==> config.mk <==
export PLATFORM = sky130hd
export DESIGN_NAME = pic_service_sequencer_flat
export DESIGN_NICKNAME = d
export VERILOG_FILES = /design/src/rtl/pic_pkg.sv /design/src/rtl/pic_service_sequencer_if.sv /design/src/rtl/pic_priority_resolver.sv /design/src/rtl/pic_service_sequencer.sv /design/src/flat_wrapper.sv
export SDC_FILE = /design/constraint.sdc
export NUM_CORES = 1
export LEC_CHECK = 0
export CAP_MARGIN = 20
export CORE_UTILIZATION = 45
export DETAILED_ROUTE_END_ITERATION = 12
export GPL_TIMING_DRIVEN = 0
export PLACE_DENSITY_LB_ADDON = 0.08
export SLEW_MARGIN = 0
export SYNTH_ARGS = -nofsm -noshare
export SYNTH_HDL_FRONTEND = slang
export SYNTH_SLANG_ARGS = --single-unit
==> constraint.sdc <==
create_clock -name clk -period 7.55 [get_ports clk]
set_input_delay 1.51 -clock clk [delete_from_list [all_inputs] [get_ports clk]]
set_output_delay 1.51 -clock clk [all_outputs]
set_load 0.02 [all_outputs]
==> src/rtl/pic_pkg.sv <==
// ---------------------------------------------------------------------------
// pic_pkg
// Shared definitions for the 8259A-compatible interrupt-service sequencer.
//   - NUM_IR            : number of interrupt levels (fixed at 8)
//   - ST_*              : acknowledge-sequence state encodings
//   - OCW2_*            : OCW2 {R, SL, EOI} command codes
//   - rotate_find_highest(bits, pointer) -> {found, level}
// ---------------------------------------------------------------------------
package pic_pkg;

    localparam int unsigned NUM_IR = 8;

    // Acknowledge-sequence states
    localparam logic [1:0] ST_IDLE = 2'd0;
    localparam logic [1:0] ST_ACK1 = 2'd1;
    localparam logic [1:0] ST_GAP  = 2'd2;
    localparam logic [1:0] ST_ACK2 = 2'd3;

    // OCW2 command codes, bit order {R, SL, EOI}
    localparam logic [2:0] OCW2_CLR_ROT_AEOI = 3'b000;
    localparam logic [2:0] OCW2_NS_EOI       = 3'b001;
    localparam logic [2:0] OCW2_NOP          = 3'b010;
    localparam logic [2:0] OCW2_S_EOI        = 3'b011;
    localparam logic [2:0] OCW2_SET_ROT_AEOI = 3'b100;
    localparam logic [2:0] OCW2_ROT_NS_EOI   = 3'b101;
    localparam logic [2:0] OCW2_SET_PRIO     = 3'b110;
    localparam logic [2:0] OCW2_ROT_S_EOI    = 3'b111;

    // Highest-priority set bit when level (pointer+1) is highest and the
    // pointer level itself is lowest. Returns {found, level}.
    function automatic logic [3:0] rotate_find_highest(input logic [7:0] bits,
                                                       input logic [2:0] pointer);
        logic [3:0] res;
        logic [2:0] lvl;
        res = 4'b0000;
        // Scan from lowest to highest priority so the highest hit is the last one kept.
        for (int i = 7; i >= 0; i--) begin
            lvl = pointer + 3'(i + 1);
            if (bits[lvl]) begin
                res = {1'b1, lvl};
            end
        end
        return res;
    endfunction

endpackage

==> src/rtl/pic_service_sequencer_if.sv <==
// ---------------------------------------------------------------------------
// pic_service_sequencer_if
// Bundles the request/mask inputs, command strobes, INTA handshake and the
// vector/ISR outputs of the service sequencer.
//   master : the surrounding PIC (request/mask regs, command decode, bus buffer)
//   slave  : pic_service_sequencer
// ---------------------------------------------------------------------------
interface pic_service_sequencer_if;

    logic       init_strobe;
    logic [7:0] irr;
    logic [7:0] imr;
    logic       special_mask_mode;
    logic       aeoi_mode;
    logic [4:0] vector_base;
    logic       inta_n;
    logic       ocw2_strobe;
    logic [2:0] ocw2_cmd;
    logic [2:0] ocw2_level;
    logic       int_out;
    logic [7:0] isr;
    logic [7:0] irr_clear;
    logic [7:0] vector_out;
    logic       vector_valid;

    modport master (
        output init_strobe, irr, imr, special_mask_mode, aeoi_mode, vector_base,
               inta_n, ocw2_strobe, ocw2_cmd, ocw2_level,
        input  int_out, isr, irr_clear, vector_out, vector_valid
    );

    modport slave (
        input  init_strobe, irr, imr, special_mask_mode, aeoi_mode, vector_base,
               inta_n, ocw2_strobe, ocw2_cmd, ocw2_level,
        output int_out, isr, irr_clear, vector_out, vector_valid
    );

endinterface

==> src/rtl/pic_priority_resolver.sv <==
// ---------------------------------------------------------------------------
// pic_priority_resolver
// Combinational rotating-priority resolver.
//   i_candidates   : levels competing for service
//   i_blocking     : in-service levels that block equal/lower priorities
//   i_pointer      : lowest-priority level; (i_pointer+1) is highest
//   o_winner_valid : a candidate beats every blocking level
//   o_winner_level : that candidate's level
//   o_isr_valid    : some blocking level is set
//   o_isr_level    : highest-priority blocking level
// ---------------------------------------------------------------------------
module pic_priority_resolver
    import pic_pkg::*;
(
    input  logic [7:0] i_candidates,
    input  logic [7:0] i_blocking,
    input  logic [2:0] i_pointer,
    output logic       o_winner_valid,
    output logic [2:0] o_winner_level,
    output logic       o_isr_valid,
    output logic [2:0] o_isr_level
);

    logic [3:0] w_cand;
    logic [3:0] w_blk;
    logic [2:0] w_cand_rank;
    logic [2:0] w_blk_rank;

    assign w_cand = rotate_find_highest(i_candidates, i_pointer);
    assign w_blk  = rotate_find_highest(i_blocking, i_pointer);

    // Rank 0 is the highest priority: distance from (pointer+1), modulo 8.
    assign w_cand_rank = w_cand[2:0] - i_pointer - 3'd1;
    assign w_blk_rank  = w_blk[2:0] - i_pointer - 3'd1;

    assign o_winner_valid = w_cand[3] & (~w_blk[3] | (w_cand_rank < w_blk_rank));
    assign o_winner_level = w_cand[2:0];
    assign o_isr_valid    = w_blk[3];
    assign o_isr_level    = w_blk[2:0];

endmodule

==> src/rtl/pic_service_sequencer.sv <==
// ---------------------------------------------------------------------------
// pic_service_sequencer
// Owns the ISR, the rotating priority pointer and the two-pulse INTA
// sequence of an 8259A-compatible PIC.
//   clk   : rising-edge clock
//   reset : asynchronous, active-high
//   bus   : pic_service_sequencer_if.slave
//     in  : init_strobe, irr, imr, special_mask_mode, aeoi_mode, vector_base,
//           inta_n, ocw2_strobe, ocw2_cmd, ocw2_level
//     out : int_out, isr, irr_clear, vector_out, vector_valid
// ---------------------------------------------------------------------------
module pic_service_sequencer
    import pic_pkg::*;
(
    input  logic                   clk,
    input  logic                   reset,
    pic_service_sequencer_if.slave bus
);

    // State
    logic [1:0] r_state;
    logic [7:0] r_isr;
    logic [2:0] r_ptr;
    logic       r_rot_aeoi;
    logic       r_inta_q;
    logic       r_int_out;
    logic [7:0] r_irr_clear;
    logic [7:0] r_vector_out;
    logic       r_vector_valid;
    logic [2:0] r_level;
    logic       r_spurious;

    // Next-state / combinational
    logic [1:0] w_state_d;
    logic [7:0] w_isr_set;
    logic [7:0] w_isr_clr;
    logic [7:0] w_isr_d;
    logic [2:0] w_ptr_d;
    logic       w_rot_aeoi_d;
    logic       w_int_out_d;
    logic [7:0] w_vector_out_d;
    logic       w_vector_valid_d;
    logic [2:0] w_level_d;
    logic       w_spurious_d;

    logic       w_inta_fall;
    logic       w_inta_rise;
    logic [7:0] w_candidates;
    logic [7:0] w_blocking;
    logic       w_win_valid;
    logic [2:0] w_win_level;
    logic       w_hi_isr_valid;
    logic [2:0] w_hi_isr_level;

    logic       w_unused_req_isr_valid;
    logic [2:0] w_unused_req_isr_level;
    logic       w_unused_eoi_win_valid;
    logic [2:0] w_unused_eoi_win_level;

    assign w_inta_fall  = r_inta_q & ~bus.inta_n;
    assign w_inta_rise  = ~r_inta_q & bus.inta_n;
    assign w_candidates = bus.irr & ~bus.imr;
    // In special mask mode a masked in-service level no longer blocks others.
    assign w_blocking   = bus.special_mask_mode ? (r_isr & ~bus.imr) : r_isr;

    // Request arbitration
    pic_priority_resolver u_req_resolver (
        .i_candidates   (w_candidates),
        .i_blocking     (w_blocking),
        .i_pointer      (r_ptr),
        .o_winner_valid (w_win_valid),
        .o_winner_level (w_win_level),
        .o_isr_valid    (w_unused_req_isr_valid),
        .o_isr_level    (w_unused_req_isr_level)
    );

    // Highest in-service level for non-specific EOI (full ISR, pre-update)
    pic_priority_resolver u_eoi_resolver (
        .i_candidates   (8'h00),
        .i_blocking     (r_isr),
        .i_pointer      (r_ptr),
        .o_winner_valid (w_unused_eoi_win_valid),
        .o_winner_level (w_unused_eoi_win_level),
        .o_isr_valid    (w_hi_isr_valid),
        .o_isr_level    (w_hi_isr_level)
    );

    always_comb begin
        w_state_d        = r_state;
        w_isr_set        = 8'h00;
        w_isr_clr        = 8'h00;
        w_ptr_d          = r_ptr;
        w_rot_aeoi_d     = r_rot_aeoi;
        w_vector_out_d   = r_vector_out;
        w_vector_valid_d = r_vector_valid;
        w_level_d        = r_level;
        w_spurious_d     = r_spurious;

        case (r_state)
            ST_IDLE: begin
                if (w_inta_fall) begin
                    w_state_d = ST_ACK1;
                    if (w_win_valid) begin
                        w_isr_set    = 8'h01 << w_win_level;
                        w_level_d    = w_win_level;
                        w_spurious_d = 1'b0;
                    end else begin
                        // Spurious acknowledge: the CPU still gets an IR7 vector.
                        w_level_d    = 3'd7;
                        w_spurious_d = 1'b1;
                    end
                end
            end
            ST_ACK1: begin
                if (w_inta_rise) begin
                    w_state_d = ST_GAP;
                end
            end
            ST_GAP: begin
                if (w_inta_fall) begin
                    w_state_d        = ST_ACK2;
                    w_vector_out_d   = {bus.vector_base, r_level};
                    w_vector_valid_d = 1'b1;
                end
            end
            ST_ACK2: begin
                if (w_inta_rise) begin
                    w_state_d        = ST_IDLE;
                    w_vector_valid_d = 1'b0;
                    // No ISR bit was set for a spurious acknowledge, so nothing to retire.
                    if (bus.aeoi_mode && !r_spurious) begin
                        w_isr_clr = 8'h01 << r_level;
                        if (r_rot_aeoi) begin
                            w_ptr_d = r_level;
                        end
                    end
                end
            end
            default: begin
                w_state_d = ST_IDLE;
            end
        endcase

        if (bus.ocw2_strobe) begin
            case (bus.ocw2_cmd)
                OCW2_NS_EOI: begin
                    if (w_hi_isr_valid) begin
                        w_isr_clr = w_isr_clr | (8'h01 << w_hi_isr_level);
                    end
                end
                OCW2_ROT_NS_EOI: begin
                    if (w_hi_isr_valid) begin
                        w_isr_clr = w_isr_clr | (8'h01 << w_hi_isr_level);
                        w_ptr_d   = w_hi_isr_level;
                    end
                end
                OCW2_S_EOI: begin
                    w_isr_clr = w_isr_clr | (8'h01 << bus.ocw2_level);
                end
                OCW2_ROT_S_EOI: begin
                    w_isr_clr = w_isr_clr | (8'h01 << bus.ocw2_level);
                    w_ptr_d   = bus.ocw2_level;
                end
                OCW2_SET_PRIO: begin
                    w_ptr_d = bus.ocw2_level;
                end
                OCW2_SET_ROT_AEOI: begin
                    w_rot_aeoi_d = 1'b1;
                end
                OCW2_CLR_ROT_AEOI: begin
                    w_rot_aeoi_d = 1'b0;
                end
                default: begin
                    // OCW2_NOP
                end
            endcase
        end

        // A set in the same cycle as a clear of the same bit wins.
        w_isr_d     = (r_isr & ~w_isr_clr) | w_isr_set;
        w_int_out_d = (w_state_d == ST_IDLE) & w_win_valid;
    end

    always_ff @(posedge clk or posedge reset) begin
        if (reset) begin
            r_state        <= ST_IDLE;
            r_isr          <= 8'h00;
            r_ptr          <= 3'd7;
            r_rot_aeoi     <= 1'b0;
            r_inta_q       <= 1'b1;
            r_int_out      <= 1'b0;
            r_irr_clear    <= 8'h00;
            r_vector_out   <= 8'h00;
            r_vector_valid <= 1'b0;
            r_level        <= 3'd0;
            r_spurious     <= 1'b0;
        end else if (bus.init_strobe) begin
            r_state        <= ST_IDLE;
            r_isr          <= 8'h00;
            r_ptr          <= 3'd7;
            r_rot_aeoi     <= 1'b0;
            // Keep tracking the pin so a low INTA during init is not seen as a new fall.
            r_inta_q       <= bus.inta_n;
            r_int_out      <= 1'b0;
            r_irr_clear    <= 8'h00;
            r_vector_out   <= 8'h00;
            r_vector_valid <= 1'b0;
            r_level        <= 3'd0;
            r_spurious     <= 1'b0;
        end else begin
            r_state        <= w_state_d;
            r_isr          <= w_isr_d;
            r_ptr          <= w_ptr_d;
            r_rot_aeoi     <= w_rot_aeoi_d;
            r_inta_q       <= bus.inta_n;
            r_int_out      <= w_int_out_d;
            r_irr_clear    <= w_isr_set;
            r_vector_out   <= w_vector_out_d;
            r_vector_valid <= w_vector_valid_d;
            r_level        <= w_level_d;
            r_spurious     <= w_spurious_d;
        end
    end

    assign bus.int_out      = r_int_out;
    assign bus.isr          = r_isr;
    assign bus.irr_clear    = r_irr_clear;
    assign bus.vector_out   = r_vector_out;
    assign bus.vector_valid = r_vector_valid;

endmodule

==> src/flat_wrapper.sv <==
// flat-port wrapper written by rule: the top's interface ports become plain ports
module pic_service_sequencer_flat import pic_pkg::*;
  (clk, reset, bus_init_strobe, bus_irr, bus_imr, bus_special_mask_mode, bus_aeoi_mode, bus_vector_base, bus_inta_n, bus_ocw2_strobe, bus_ocw2_cmd, bus_ocw2_level, bus_int_out, bus_isr, bus_irr_clear, bus_vector_out, bus_vector_valid);
  pic_service_sequencer_if bus_i ();
  input  logic clk;
  input  logic reset;
  input wire logic [$bits(bus_i.init_strobe)-1:0] bus_init_strobe;
  input wire logic [$bits(bus_i.irr)-1:0] bus_irr;
  input wire logic [$bits(bus_i.imr)-1:0] bus_imr;
  input wire logic [$bits(bus_i.special_mask_mode)-1:0] bus_special_mask_mode;
  input wire logic [$bits(bus_i.aeoi_mode)-1:0] bus_aeoi_mode;
  input wire logic [$bits(bus_i.vector_base)-1:0] bus_vector_base;
  input wire logic [$bits(bus_i.inta_n)-1:0] bus_inta_n;
  input wire logic [$bits(bus_i.ocw2_strobe)-1:0] bus_ocw2_strobe;
  input wire logic [$bits(bus_i.ocw2_cmd)-1:0] bus_ocw2_cmd;
  input wire logic [$bits(bus_i.ocw2_level)-1:0] bus_ocw2_level;
  output wire logic [$bits(bus_i.int_out)-1:0] bus_int_out;
  output wire logic [$bits(bus_i.isr)-1:0] bus_isr;
  output wire logic [$bits(bus_i.irr_clear)-1:0] bus_irr_clear;
  output wire logic [$bits(bus_i.vector_out)-1:0] bus_vector_out;
  output wire logic [$bits(bus_i.vector_valid)-1:0] bus_vector_valid;
  assign bus_i.init_strobe = bus_init_strobe;
  assign bus_i.irr = bus_irr;
  assign bus_i.imr = bus_imr;
  assign bus_i.special_mask_mode = bus_special_mask_mode;
  assign bus_i.aeoi_mode = bus_aeoi_mode;
  assign bus_i.vector_base = bus_vector_base;
  assign bus_i.inta_n = bus_inta_n;
  assign bus_i.ocw2_strobe = bus_ocw2_strobe;
  assign bus_i.ocw2_cmd = bus_ocw2_cmd;
  assign bus_i.ocw2_level = bus_ocw2_level;
  assign bus_int_out = bus_i.int_out;
  assign bus_isr = bus_i.isr;
  assign bus_irr_clear = bus_i.irr_clear;
  assign bus_vector_out = bus_i.vector_out;
  assign bus_vector_valid = bus_i.vector_valid;
  pic_service_sequencer u_core (.clk(clk), .reset(reset), .bus(bus_i));
endmodule
Word level (Yosys, flattened, before mapping)
Cells that the tools add are included.

Register bits after elaboration: 37. Bits of input ports: 34. Output and inout port bits: 26. Logic and storage cells: 197.

$add $sub $neg: 11. $lt $le $gt $ge: 9. Eq/ne operators: 11. Shift-type cells: 4. Muxes and demuxes: 117. Bitwise operators: 16. Reduce and logical (&&, ||, !) cells: 18.

Operator list (count): 8-bit 2-to-1 mux (14); 4-bit 2-to-1 mux (24); 1-bit binary-select mux with 3-bit select (24); 1-bit 2-to-1 mux (34); 3-bit 2-to-1 mux (11); 3-bit by 4-bit less-than comparator with 1-bit output, second input constant (8); 1-bit by 3-bit << shifter with 8-bit output, first input constant (4); 8-bit bitwise AND (3); 8-bit OR (3); 8-bit NOT (2); 8-bit case mux with 2 select lines (1); 3-bit adder, second input constant (4); 3-bit == test, second input constant (4); 2-bit 2-to-1 mux (5); 2-bit case mux with 4 select lines (1); 2-bit nonzero test (4); 3-bit by 2-bit adder with 3-bit output, second input constant (2); 3-bit by 2-bit != test with 1-bit output, second input constant (2); 3-bit case mux with 2 select lines (1); 2-bit AND reduction (3); 3-bit nonzero test (2); 2-bit OR reduction (3); 3-bit by 1-bit subtractor with 3-bit output, second input constant (2); 3-bit subtractor (2); other kinds (15) (23).

Depth between registers and ports, before layout
Word-level depth: 23. Mapped depth: 23. Gate-level depth less buffers: 19.

Cells and area by module
From an unflattened synthesis, not the netlist that was laid out.

Cells, all modules: 619. Area total of the unflattened synthesis: 5370.2 µm².

Modules (own cells, without submodules): pic_priority_resolver (instances 2, cells an instance 200, area an instance 1685.4 µm², sequential area each 0.0 µm²); pic_service_sequencer (instances 1, cells an instance 219, area an instance 1999.4 µm², sequential area each 930.9 µm²).

Worst setup path before layout
Ideal clock, no wire load.

Path kind: input port to flip-flop. Start point: input bus_special_mask_mode. End point: register u_core.r_isr[0], in the netlist u_core.bus.isr[0]. Setup time: 82 ps. Arrival: 5438 ps. Required time: 7468 ps. Setup slack: 2030 ps. Stages on the path: 18. Buffers on the path: 2. Path through: buf_2 -> a21boi_1 -> mux2i_2 -> mux4_1 -> a32oi_1 -> a21oi_1 -> o41ai_1 -> a21bo_2 -> fa_1 -> xor2_1 -> xnor2_1 -> ha_1 -> nor2b_1 -> o32ai_2 -> o31ai_2 -> or4_4 -> buf_6 -> o22ai_1.

Cells in the longest elaborated chain, start to end: 21. Elaborated cells between the ends (all ways): 36. Classes of those cells: add/sub: 2; order compare: 1; mux: 29; bitwise: 4.

Ends and longest elaborated chain: from (decl) (line flat_wrapper.sv:10) `input wire logic [$bits(bus_i.special_mask_mode)-1:0] bus_special_mask_mode;`; 8-bit 2-to-1 mux (*) (line pic_service_sequencer.sv:64) `assign w_blocking = bus.special_mask_mode ? (r_isr & ~bus.imr) : r_isr;`; 1-bit binary-select mux with 3-bit select (line pic_pkg.sv:39) `if (bits[lvl]) begin`; 1-bit 2-to-1 mux (not written as such) (line pic_pkg.sv:39); 4-bit 2-to-1 mux (7 in series) (line pic_pkg.sv:39); 4-bit 2-to-1 mux (*) (line pic_pkg.sv:39); 3-bit subtractor (line pic_priority_resolver.sv:34) `assign w_blk_rank = w_blk[2:0] - i_pointer - 3'd1;`; 3-bit by 1-bit subtractor with 3-bit output (line pic_priority_resolver.sv:34); 3-bit less-than comparator (line pic_priority_resolver.sv:36) `assign o_winner_valid = w_cand[3] & (~w_blk[3] | (w_cand_rank < w_blk_rank));`; 1-bit OR (*) (line pic_priority_resolver.sv:36); 1-bit bitwise AND (*) (line pic_priority_resolver.sv:36); 8-bit 2-to-1 mux (*) (line pic_service_sequencer.sv:103) `if (w_win_valid) begin`; 8-bit 2-to-1 mux (*) (line pic_service_sequencer.sv:101) `if (w_inta_fall) begin`; 8-bit 2-to-1 mux (*) (line pic_service_sequencer.sv:99) `case (r_state)`; 8-bit OR (*) (line pic_service_sequencer.sv:180) `w_isr_d = (r_isr & ~w_isr_clr) | w_isr_set;`; 8-bit 2-to-1 mux (*) (line pic_service_sequencer.sv:197) `end else if (bus.init_strobe) begin`; to (signal assigned) (line pic_service_sequencer.sv:212) `r_isr <= w_isr_d;`; to (decl) (line pic_service_sequencer.sv:22) `logic [7:0] r_isr;`.

Mark *: on every way between the ends. The rest lies on a longest branch, timed or not. The select of a mux whose other input is x is not followed. A chain may end at the register's enable or synchronous reset.

Worst setup path after layout
Start point: register u_core.r_ptr[1]. End point: register u_core.r_isr[0], in the netlist u_core.bus.isr[0].

Cells in the longest elaborated chain, start to end: 20. Elaborated cells between the ends (all ways): 100. Classes of those cells: add/sub: 11; order compare: 1; shift: 2; mux: 79; bitwise: 7.

Ends and longest elaborated chain: from (decl) (line pic_service_sequencer.sv:23) `logic [2:0] r_ptr;`; from (signal assigned) (line pic_service_sequencer.sv:213) `r_ptr <= w_ptr_d;`; 3-bit adder / 1-bit binary-select mux with 3-bit select (equally long branches) (line pic_pkg.sv:38, pic_pkg.sv:39); 1-bit binary-select mux with 3-bit select / 1-bit 2-to-1 mux (equally long branches) (line pic_pkg.sv:39); 1-bit 2-to-1 mux (not written as such) / 4-bit 2-to-1 mux (equally long branches) (line pic_pkg.sv:39); 4-bit 2-to-1 mux (7 in series) (line pic_pkg.sv:39); 3-bit subtractor, on equally long branches (line pic_priority_resolver.sv:33, pic_priority_resolver.sv:34); 3-bit by 1-bit subtractor with 3-bit output, on equally long branches (line pic_priority_resolver.sv:33, pic_priority_resolver.sv:34); 3-bit less-than comparator (line pic_priority_resolver.sv:36); 1-bit OR (line pic_priority_resolver.sv:36); 1-bit bitwise AND (line pic_priority_resolver.sv:36); 8-bit 2-to-1 mux (line pic_service_sequencer.sv:103); 8-bit 2-to-1 mux (line pic_service_sequencer.sv:101); 8-bit 2-to-1 mux (line pic_service_sequencer.sv:99); 8-bit OR (*) (line pic_service_sequencer.sv:180); 8-bit 2-to-1 mux (*) (line pic_service_sequencer.sv:197).

Marks and branches as above.

==> metrics <==
Placed Area=0.00545 mm²; H-tree lvl count=2; Distinct cells, synth=77; synthesis warning total=0; Max-Cap Viols=0; fin crit share=0.910; maximum vdd ir drop=102 µV; Setup Total Neg Slack=0 ns; register area share after synthesis=0.198; CTS-repair resized insts=0; clk slew on worst S/H paths=0.08 ns; Hold Buf Count CTS=0; post-CTS setup buffers=0; CTS sink cnt=37; initial antenna violation count=0; average size of a mapped cell=8.84 µm²; post-route cell area=about 0.0056 mm²; post-synthesis async set-or-reset flop share=1.00; worst r2r src=u_core.r_ptr[1]; Chip Height=between 100 and 150 µm; vias in the first global route=4,650; worst hold path class=flop to flop; number of synthesized flops with an enable pin=0; Die ar.=roughly 0.011 mm²; Final Max Tran Viols=0; Final ANT Viol Nets=0; Synth area leader=dfrtp_1; grt total ovfl=0; Worst R2R Path Depth=21; worst-skew pair later-pin latency=0.29 ns; # rows=36; top cells by area, synth=dfrtp_1 (18%), mux4_2 (14%), mux2i_1 (6.6%); RSZ-0062 raised after global routing=no; drt first pass iters=5; # diodes=0; drt drc=0; result of the run=complete, no violations; root buf cell=clkbuf_8; startpoint type of the worst setup path=flop; PD cells=156 mW/mm²; fin crit period=6.87 ns; CP required=7.75 ns; slew at the pin closest to its max-slew limit=0.946 ns; share of cells above drive strength 1=0.162; via count=4,805; clk_skew=0.00585 ns; Core Box Area=0.00995 mm²; fmax=0.146 GHz; WS Path Type=flop to flop; Iter 0 DRT Violations=approximately 500; TritonCTS clock tree=done; global-route wire length before repair=24,600 µm; routed wire length=15,700 µm; CP startpoint=u_core.r_ptr[1]; via-per-instance ratio=6.57; WL/cell=21.4 µm; post-synthesis cell area=0.00469 mm²; synthesized instance count=531; Hold Violations, Final=0; Final #Nets=639; Syn Nets=573; share of the synthesized area in the top cell type=0.176; reg2reg setup slack=0.68 ns; synth cell count leaders=nand2_1 (61), nor2_1 (44), a21oi_1 (37); Placer Congestion=0.884; CP Max Fanout=12; Initial Utilization=0.471; Arr. time, crit path=7.07 ns; crit path to=u_core.bus.isr[0]; CTS buffer count=5; total global-route track usage=0.287; Finish-stage setup viols=0; Layout Area Growth over Synthesis=18.6%; Worst slew margin=0.368; Main synth FF type=dfrtp_1; #FFs+latches synth=37; largest net degree at the start of global routing=38; most common cell in the netlist=nand2_1; Max clock buf depth=2; Setup crit end kind=flop; Die W=104 µm; fillers=956; port bufs=58; Ports=60; reg2reg end=u_core.bus.isr[0]; Lkg Pwr=2.14 nW; HPWL Detailed=11,800 µm
-- flip-flops by register name (all words and copies together) (netlist names), 2 cells and up --
register,count
u_core.r_ptr,3
u_core.bus.vector_out,8
u_core.bus.isr,8
u_core.r_state,2
u_core.bus.irr_clear,8
u_core.r_level,3
-- critical path, stage by stage, from the launching register on --
cell,delay (ns)
dfstp_2,0.37
buf_2,0.20
inv_2,0.09
buf_2,0.26
clkbuf_1,0.55
ha_1,0.38
xor2_2,0.63
mux4_1,0.43
mux2i_1,0.32
a21oi_1,0.11
a2111o_1,0.42
o21ai_1,0.49
ha_1,0.30
fa_1,0.42
ha_1,0.30
a21oi_1,0.13
nor2b_1,0.07
o32ai_2,0.18
o31ai_2,0.26
or4_4,0.49
buf_6,0.16
o22ai_1,0.20
-- per-layer routing --
| layer | vias to the layer above | wire, µm | global-route usage |
|---|---|---|---|
| li1 | 2174 | - | - |
| met1 | 2314 | 6640 | 0.392 |
| met2 | 258 | 7220 | 0.448 |
| met3 | 59 | 1140 | 0.0288 |
| met4 | 0 | 663 | 0.157 |
| met5 | - | 0 | 0 |
-- power by group --
group,internal [mW],switching [mW]
clock network,0.108,0.0715
logic,0.192,0.274
registers,0.209,0.0143
-- placed cells by master, fill, tap and decap left out, types with 6 or more instances in the layout --
cell,instances
a21oi_1,37
buf_2,12
clkbuf_1,13
clkbuf_8,6
clkdlybuf4s50_1,58
dfrtp_1,33
ha_1,6
inv_1,7
mux2_2,14
mux2i_1,31
mux4_2,29
nand2_1,61
nand2b_1,13
nand3_1,17
nor2_1,44
nor2b_1,15
nor3_1,22
nor3b_1,6
o21ai_0,16
o21ai_1,9
o22ai_1,6
-- cell type report --
cell class,count,area (µm²),area share
timing repair buffer,59,588,0.106
multi-input combinational,449,3530,0.635
tap,133,166,0.0299
clock inverter,1,30.0,0.00540
clock buffer,7,86.3,0.0155
inverter,12,47.5,0.00855
buffer,33,180,0.0324
sequential,37,931,0.167
-- kinds of logic (layout without fill, tap and decap cells) --
group | count (synthesis) | in the layout | synth area share
and+or+nand+nor | 212 | 212 | 0.228
AOI/OAI and AO/OA | 137 | 137 | 0.203
muxes | 81 | 81 | 0.273
buffers and inverters | 45 | 112 | 0.0485
DFF | 37 | 37 | 0.198
xor gates and xnor gates | 11 | 11 | 0.0253
adders and majority gates | 8 | 8 | 0.0245
-- worst min path at each step --
stage,from,cells after the start,end,slack (ns)
final,u_core.r_rot_aeoi,2,u_core.r_rot_aeoi,0.52
after CTS,u_core.r_rot_aeoi,2,u_core.r_rot_aeoi,0.52
after global routing,u_core.bus.vector_out[0],2,u_core.bus.vector_out[0],0.55
after floorplan,u_core.r_rot_aeoi,2,u_core.r_rot_aeoi,0.50
after detailed placement,u_core.r_rot_aeoi,2,u_core.r_rot_aeoi,0.51
after global placement,u_core.bus.vector_out[5],2,u_core.bus.vector_out[5],0.51
-- per-stage QoR --
step | utilization | setup WS, ns | std cells | total power, mW | hold WS, ns
floorplan | - | 2.03 | 531 | 0.542 | 0.496
global placement | 0.547 | 0.871 | 722 | 0.673 | 0.510
detailed placement | 0.547 | 0.809 | 723 | 0.682 | 0.511
CTS | 0.559 | 0.797 | 731 | 0.863 | 0.521
global route | 0.559 | 0.511 | 731 | 0.916 | 0.548
finish | 0.559 | 0.681 | 731 | 0.869 | 0.520
(Power assumes the default switching activity.)
